### src/rtl/mem_arbiter_pkg.sv
// rtl/mem_arbiter_pkg.sv - shared types and constants for the two-port memory arbiter
package mem_arbiter_pkg;

    localparam int ADDR_W_DEF = 8;
    localparam int DATA_W_DEF = 32;
    localparam int DEPTH_DEF  = 128;

    // Bit positions of the two requesters in request/grant vectors
    localparam int PORT_I = 0;
    localparam int PORT_D = 1;

    typedef enum logic [1:0] {
        ST_IDLE  = 2'd0,
        ST_ISSUE = 2'd1,
        ST_RESP  = 2'd2
    } state_t;

endpackage

### src/rtl/mem_arbiter_rr_arb2.sv
// rtl/mem_arbiter_rr_arb2.sv - two-way round-robin selector with one-hot grant
module rr_arb2
    import mem_arbiter_pkg::*;
(
    input  logic [1:0] req,
    input  logic       rr,
    output logic [1:0] grant
);

    // A lone requester wins outright; on contention rr picks instruction (1) or data (0)
    always_comb begin
        grant = 2'b00;
        if (req[PORT_I] && req[PORT_D]) begin
            grant = rr ? (2'b01 << PORT_I) : (2'b01 << PORT_D);
        end else begin
            grant = req;
        end
    end

endmodule

### src/rtl/mem_arbiter.sv
// rtl/mem_arbiter.sv - arbitrates instruction-fetch and data ports onto one memory
module mem_arbiter
    import mem_arbiter_pkg::*;
#(
    parameter int ADDR_W = ADDR_W_DEF,
    parameter int DATA_W = DATA_W_DEF,
    parameter int DEPTH  = DEPTH_DEF
) (
    input  logic              clock,
    input  logic              reset,
    input  logic              i_req,
    input  logic [ADDR_W-1:0] i_addr,
    output logic              i_ack,
    output logic [DATA_W-1:0] i_rdata,
    output logic              i_err,
    input  logic              d_req,
    input  logic              d_we,
    input  logic [ADDR_W-1:0] d_addr,
    input  logic [DATA_W-1:0] d_wdata,
    output logic              d_ack,
    output logic              d_err,
    output logic [DATA_W-1:0] d_rdata,
    output logic              mem_read,
    output logic              mem_write,
    output logic [ADDR_W-1:0] mem_addr,
    output logic [DATA_W-1:0] mem_wdata,
    input  logic [DATA_W-1:0] mem_rdata,
    output logic              busy
);

    state_t state_q;
    state_t state_d;
    logic   rr_q;
    logic [1:0] req_vec;
    logic [1:0] grant;
    logic   grant_en;
    logic   win_d;
    logic [ADDR_W-1:0] sel_addr;
    logic   sel_we;
    logic   sel_err;
    logic   lat_port_d;
    logic   lat_we;
    logic   lat_err;
    logic   resp;
    logic   rd_ok;

    assign req_vec[PORT_I] = i_req;
    assign req_vec[PORT_D] = d_req;

    rr_arb2 u_rr_arb2 (
        .req   (req_vec),
        .rr    (rr_q),
        .grant (grant)
    );

    // Requests only count in IDLE; the winner's fields are picked from its own port
    assign grant_en = (state_q == ST_IDLE) && (|grant);
    assign win_d    = grant[PORT_D];
    assign sel_addr = win_d ? d_addr : i_addr;
    assign sel_we   = win_d & d_we;
    assign sel_err  = 32'(sel_addr) >= 32'(DEPTH);

    // State register
    always_ff @(posedge clock or posedge reset) begin
        if (reset) begin
            state_q <= ST_IDLE;
        end else begin
            state_q <= state_d;
        end
    end

    // Next state: fixed IDLE -> ISSUE -> RESP -> IDLE walk once a request is taken
    always_comb begin
        state_d = state_q;
        case (state_q)
            ST_IDLE:  if (grant_en) state_d = ST_ISSUE;
            ST_ISSUE: state_d = ST_RESP;
            ST_RESP:  state_d = ST_IDLE;
            default:  state_d = ST_IDLE;
        endcase
    end

    // Latch the winning request, launch its strobe and steer rr away from the winner
    always_ff @(posedge clock or posedge reset) begin
        if (reset) begin
            rr_q       <= 1'b0;
            lat_port_d <= 1'b0;
            lat_we     <= 1'b0;
            lat_err    <= 1'b0;
            mem_read   <= 1'b0;
            mem_write  <= 1'b0;
            mem_addr   <= '0;
            mem_wdata  <= '0;
        end else begin
            mem_read  <= 1'b0;
            mem_write <= 1'b0;
            if (grant_en) begin
                rr_q       <= win_d;
                lat_port_d <= win_d;
                lat_we     <= sel_we;
                lat_err    <= sel_err;
                mem_addr   <= sel_addr;
                mem_wdata  <= sel_we ? d_wdata : '0;
                mem_read   <= !sel_we && !sel_err;
                mem_write  <= sel_we && !sel_err;
            end
        end
    end

    assign resp  = (state_q == ST_RESP);
    assign rd_ok = resp && !lat_we && !lat_err;

    // Outputs: only the latched winner acks in RESP; read data passes through for good reads
    always_comb begin
        busy    = (state_q != ST_IDLE);
        i_ack   = resp && !lat_port_d;
        d_ack   = resp && lat_port_d;
        i_err   = resp && !lat_port_d && lat_err;
        d_err   = resp && lat_port_d && lat_err;
        i_rdata = (rd_ok && !lat_port_d) ? mem_rdata : '0;
        d_rdata = (rd_ok && lat_port_d) ? mem_rdata : '0;
    end

endmodule
### config.mk
export PLATFORM = sky130hd
export DESIGN_NAME = mem_arbiter
export DESIGN_NICKNAME = d
export VERILOG_FILES = /design/src/rtl/mem_arbiter_pkg.sv /design/src/rtl/mem_arbiter_rr_arb2.sv /design/src/rtl/mem_arbiter.sv
export SDC_FILE = /design/constraint.sdc
export NUM_CORES = 1
export LEC_CHECK = 0
export ABC_AREA = 1
export CORE_ASPECT_RATIO = 0.8
export CORE_MARGIN = 3
export CORE_UTILIZATION = 31
export CTS_BUF_LIST = sky130_fd_sc_hd__clkbuf_4 sky130_fd_sc_hd__clkbuf_8
export DETAILED_ROUTE_END_ITERATION = 6
export PLACE_DENSITY = 0.81
export SYNTH_ARGS = -nofsm -noshare
export SYNTH_HDL_FRONTEND = slang
export SYNTH_SLANG_ARGS = --single-unit
### constraint.sdc
create_clock -name clock -period 1.6 [get_ports clock]
set_input_delay 0.48 -clock clock [delete_from_list [all_inputs] [get_ports clock]]
set_output_delay 0.48 -clock clock [all_outputs]
set_load 0.005 [all_outputs]
---- Yosys cells after proc, flatten, opt, wreduce, memory -nomap -nowiden ----
Cells that the tools add are included.
cells by class
  add/sub/neg operators ................... 0
  multiply operators ...................... 0
  divide/modulo/power cells ............... 0
  order comparisons ....................... 1
  equal/unequal tests ..................... 3
  shift-type cells ........................ 0
  muxes and demuxes ....................... 10
  bitwise logic cells ..................... 1
  reduce and logical (&&, ||, !) cells .... 20
operators with widths
  cell                count
  $mux 32             3
  $logic_and 1x1->1   12
  $ge 8x8->1 const B  1
  $mux 8              1
  $mux 2              3
  $logic_not 1->1     5
  $pmux 2 s2          1
  $eq 2x1->1 const B  1
  $eq 2x2->1 const B  1
  $logic_not 2->1     1
  $mux 1              2
  $ne 2x2->1 const B  1
  $reduce_bool 2->1   1
  $reduce_or 2->1     1
  $and 1x1->1         1
word-level totals
  register bits ........................... 47
  latch bits .............................. 0
  bits in writable memories ............... 0
  ROM bits ................................ 0
  input bits .............................. 85
  output and inout port bits .............. 111
  logic and storage cells ................. 43
  memories ................................ 0

---- Depth between registers and ports, before layout ----
  depth after elaboration ................. 7
  gate-level depth with buffers ........... 8
  gate-level depth less buffers ........... 7

---- Modules after synthesis ----
A second synthesis with hierarchy kept.
unflattened totals
  cell total of the unflattened synthesis .. 350
  area, all modules ....................... 2511.2 um^2
by module, submodules not included
  module       instances  cells each  area each (um^2)  sequential area each (um^2)
  mem_arbiter  1          345         2489.9            1176.1
  rr_arb2      1          5           21.3              0.0

---- Least setup slack after synthesis ----
OpenSTA, ideal clock, no wires.
  kind .................................... reg2out
  start ................................... reg state_q[0]
  end ..................................... out i_rdata[10]
  arrival ................................. 1062 ps
  data required time ...................... 1120 ps
  slack ................................... 58 ps
  cell stages (with the launch flop) ...... 7
  path buffers ............................ 1
  path through ............................ dfrtp_1 nor2_2 inv_2 nor2_4 nand3_4 buf_6 nor2_1
on the way
  cells in the longest elaborated chain, start to end .. 5
ends and longest elaborated chain
  element                          RTL line            RTL
  from (decl)                      mem_arbiter.sv:31   state_t state_q;
  from (signal assigned)           mem_arbiter.sv:68   state_q <= state_d;
  $eq 2x2->1                       mem_arbiter.sv:110  assign resp = (state_q == ST_RESP);
  $logic_and 1x1->1 (2 in series)  mem_arbiter.sv:111  assign rd_ok = resp && !lat_we && !lat_err;
  $logic_and 1x1->1                mem_arbiter.sv:120  i_rdata = (rd_ok && !lat_port_d) ? mem_rdata : '0;
  $mux 32                          mem_arbiter.sv:120
  to (decl)                        mem_arbiter.sv:14   output logic [DATA_W-1:0] i_rdata,
Every way passes these cells.

---- Worst setup path in the final report ----
  start ................................... reg state_q[0]
  end ..................................... out i_rdata[25]
The elaborated chain is that of the path after synthesis.

==> results.json <==
{
  "clkLatencyLatePin_ns": 0.29,
  "portBuffers": 195,
  "cts_tree": "done",
  "htree_levels": 2,
  "synth_area_um2": 2470,
  "path_class": "flip-flop to output port",
  "wl_per_cell_um": 14.8,
  "drt-total-wl_um": 10100,
  "area_delta_synth_final_pct": 107,
  "viasPerCell": 4.39,
  "synthXorXnorAreaFrac": 0,
  "synth_fa_ha_area_frac": 0,
  "ys_warn_count": 0,
  "violations": "setup timing",
  "core-area_um2": 7570,
  "synth_top_family_by_area": "simple AND/OR/NAND/NOR gates",
  "max-slew-margin-rel": 0.821,
  "placed_cell_area_um2": 4680,
  "report.final.slew_viol_count": 0,
  "outcome": "complete, but fails checks",
  "fin_ws_ns": -0.626,
  "busiest_layer": "met2",
  "vias": 3016,
  "crit_arrival_ns": 1.75,
  "grt.total_usage": 0.202,
  "final_area_um2": 5110,
  "clockBufferDepth": 2,
  "ys_seq_area_frac": 0.475,
  "finalHoldViolCount": 0,
  "synth-simple-area-share": 0.393,
  "grt_pass1_wl_um": 14600,
  "fin_nets": 665,
  "io_pins": 196,
  "ys_ff_latch": 47,
  "rsz0062_at_grt": "yes",
  "whs_ns": 0.471,
  "initial_core_util": 0.327,
  "die_y_um": 85.9,
  "antenna_found_initial": 1,
  "synthesis.nets": 427,
  "grt_start_max_net_pins": 48,
  "pwr_density_cell_nw_per_um2": 1250,
  "use_met3": 0.0745,
  "die_area_um2": 9100,
  "ir_drop_v": 0.000772,
  "worst_pin_slew_ns": 0.268,
  "ant_nets": 0,
  "use_met2": 0.372,
  "setup_violations": 69,
  "max_freq_ghz": 0.449,
  "drcViolationCount": 0,
  "numCtsBuffers": 5,
  "synth.distinct_cells": 17,
  "power_leakage_nw": 2.86,
  "period_share": 1.39,
  "root_buffer": "clkbuf_8",
  "synth_mux_area_frac": 0,
  "worstPathRequired_ns": 1.12,
  "crit_fanout": 5,
  "place_congestion": 0.846,
  "drt_iter0_markers": 142,
  "synth-compound-area-share": 0.00657,
  "grt_overflow_total": 0,
  "dpl.hpwl_um": 7080,
  "first_global_vias": 2929,
  "clock_sink_count": 47,
  "clk_pin_slew_worst_paths_ns": 0.09,
  "use_met1": 0.222,
  "cap_viol_max_count": 0,
  "layout-drive-gt1-share": 0.334,
  "synthCells": 342,
  "fp.dieW_um": 106,
  "hold_path.class": "flip-flop to flip-flop",
  "fin_skew_ns": 0.00742,
  "rows": 28,
  "cp-start-kind": "flip-flop",
  "fin_crit_ns": 2.23,
  "cp-end-kind": "output port",
  "drt_first_pass_iters": 4,
  "syn_area_per_cell_um2": 7.24
}
final timing paths:
check                                          start                   endpoint  slack [ns]  cells past startpoint
hold / removal             mem_wdata[16]$_DFFE_PP0P_  mem_wdata[16]$_DFFE_PP0P_        0.47                      2
max in group asynchronous                      reset     state_q[0]$_DFFE_PP0P_        0.86                      3
setup reg to reg              lat_port_d$_DFFE_PP0P_        mem_write$_DFF_PP0_        0.16                      7
hold reg to reg            mem_wdata[16]$_DFFE_PP0P_  mem_wdata[16]$_DFFE_PP0P_        0.47                      2
setup / recovery              state_q[0]$_DFFE_PP0P_                i_rdata[25]       -0.63                      9
min in group asynchronous                      reset  mem_wdata[30]$_DFFE_PP0P_        0.53                      3
logic make-up (layout without fill, tap and decap cells):
group | count (synthesis) | count (layout)
AND/OR/NAND/NOR | 235 | 235
AO/OA/AOI/OAI | 1 | 1
other | 0 | 1
buffers and inverters | 59 | 298
flip-flops | 47 | 47
worst max-delay path, stage by stage, from the launching register on:
cell and delay, ns:
dfrtp_1 0.42, nor2_4 0.15, inv_2 0.06, nor2_4 0.15
nand3_4 0.12, buf_12 0.15, buf_6 0.12, buf_6 0.12
nor2_4 0.07, buf_6 0.10
stage by stage:
step / utilization / setup TNS (ns) / total power [mW] / setup slack (ns) / cells
2_1_floorplan: - / 0 / 3.38 / 0.00389 / 342
3_3_place_gp: 0.618 / -39.75 / 5.46 / -0.515 / 651
3_5_place_dp: 0.618 / -43.06 / 5.56 / -0.563 / 651
4_1_cts: 0.627 / -31.29 / 6.16 / -0.712 / 684
5_1_grt: 0.675 / -38.97 / 6.91 / -0.725 / 687
6_report: 0.675 / -32.58 / 6.41 / -0.626 / 687
power breakdown:
part	internal, mW	switching, mW	leakage (nW)
clock	0.308	0.409	0.0483
sequential	1.71	0.283	0.617
combinational	1.94	1.75	2.20
total	3.96	2.44	2.86
synth_stat cells:
cell type,instances,area (µm²)
nor2_2,5,31.3
nand3b_1,1,7.51
inv_1,41,154
nand2_4,1,11.3
dfrtp_1,47,1180
inv_2,3,11.3
nand3_1,2,10.0
a21oi_4,1,16.3
nor2_1,64,240
nand2_2,5,31.3
nand3_4,2,35.0
buf_6,11,124
buf_2,3,15.0
nand2_1,151,567
nor3_1,1,5.00
nor2_4,3,33.8
inv_4,1,6.26
routing by layer:
metal / wire length [µm] / vias to the layer above / part of all wire
met4: 282 / 0 / 0.028
met5: 0 / - / 0
li1: - / 1459 / -
met2: 5190 / 149 / 0.51
met1: 3700 / 1387 / 0.37
met3: 966 / 21 / 0.095
sequential cells by signal (all words and copies together), names as in the netlist:
| name | count |
|---|---|
| mem_wdata | 32 |
| mem_addr | 8 |
| state_q | 2 |
| lat_err | 1 |
| lat_port_d | 1 |
| lat_we | 1 |
| mem_read | 1 |
| mem_write | 1 |
layout by cell type (no fill, tap or decap), drive strengths merged:
cell	n
clkbuf	5
nand3	4
nor2	72
nand3b	1
buf	118
inv	46
clkdlybuf4s15	1
diode	1
clkinv	2
dlygate4sd2	42
nand2	157
a21oi	1
clkdlybuf4s50	84
dfrtp	47
nor3	1
final cells by class:
type,count,area [µm²]
Antenna cell,1,2.50
Clock buffer,5,68.8
Clock inverter,3,18.8
Fill cell,611,2460
Inverter,45,171
Multi-Input combinational cell,236,1260
Sequential cell,47,1180
Tap cell,105,131
Timing Repair Buffer,245,2280
timing repair:
item / CTS / global route
pin swaps: 6 / 7
cloned: 2 / 0
resized for setup: 347 / 100
setup buffers: 24 / 7
hold buffers: 0 / 0
setup endpoints to repair: 111 / 81
Note: power is estimated with default switching activity, not from simulation.
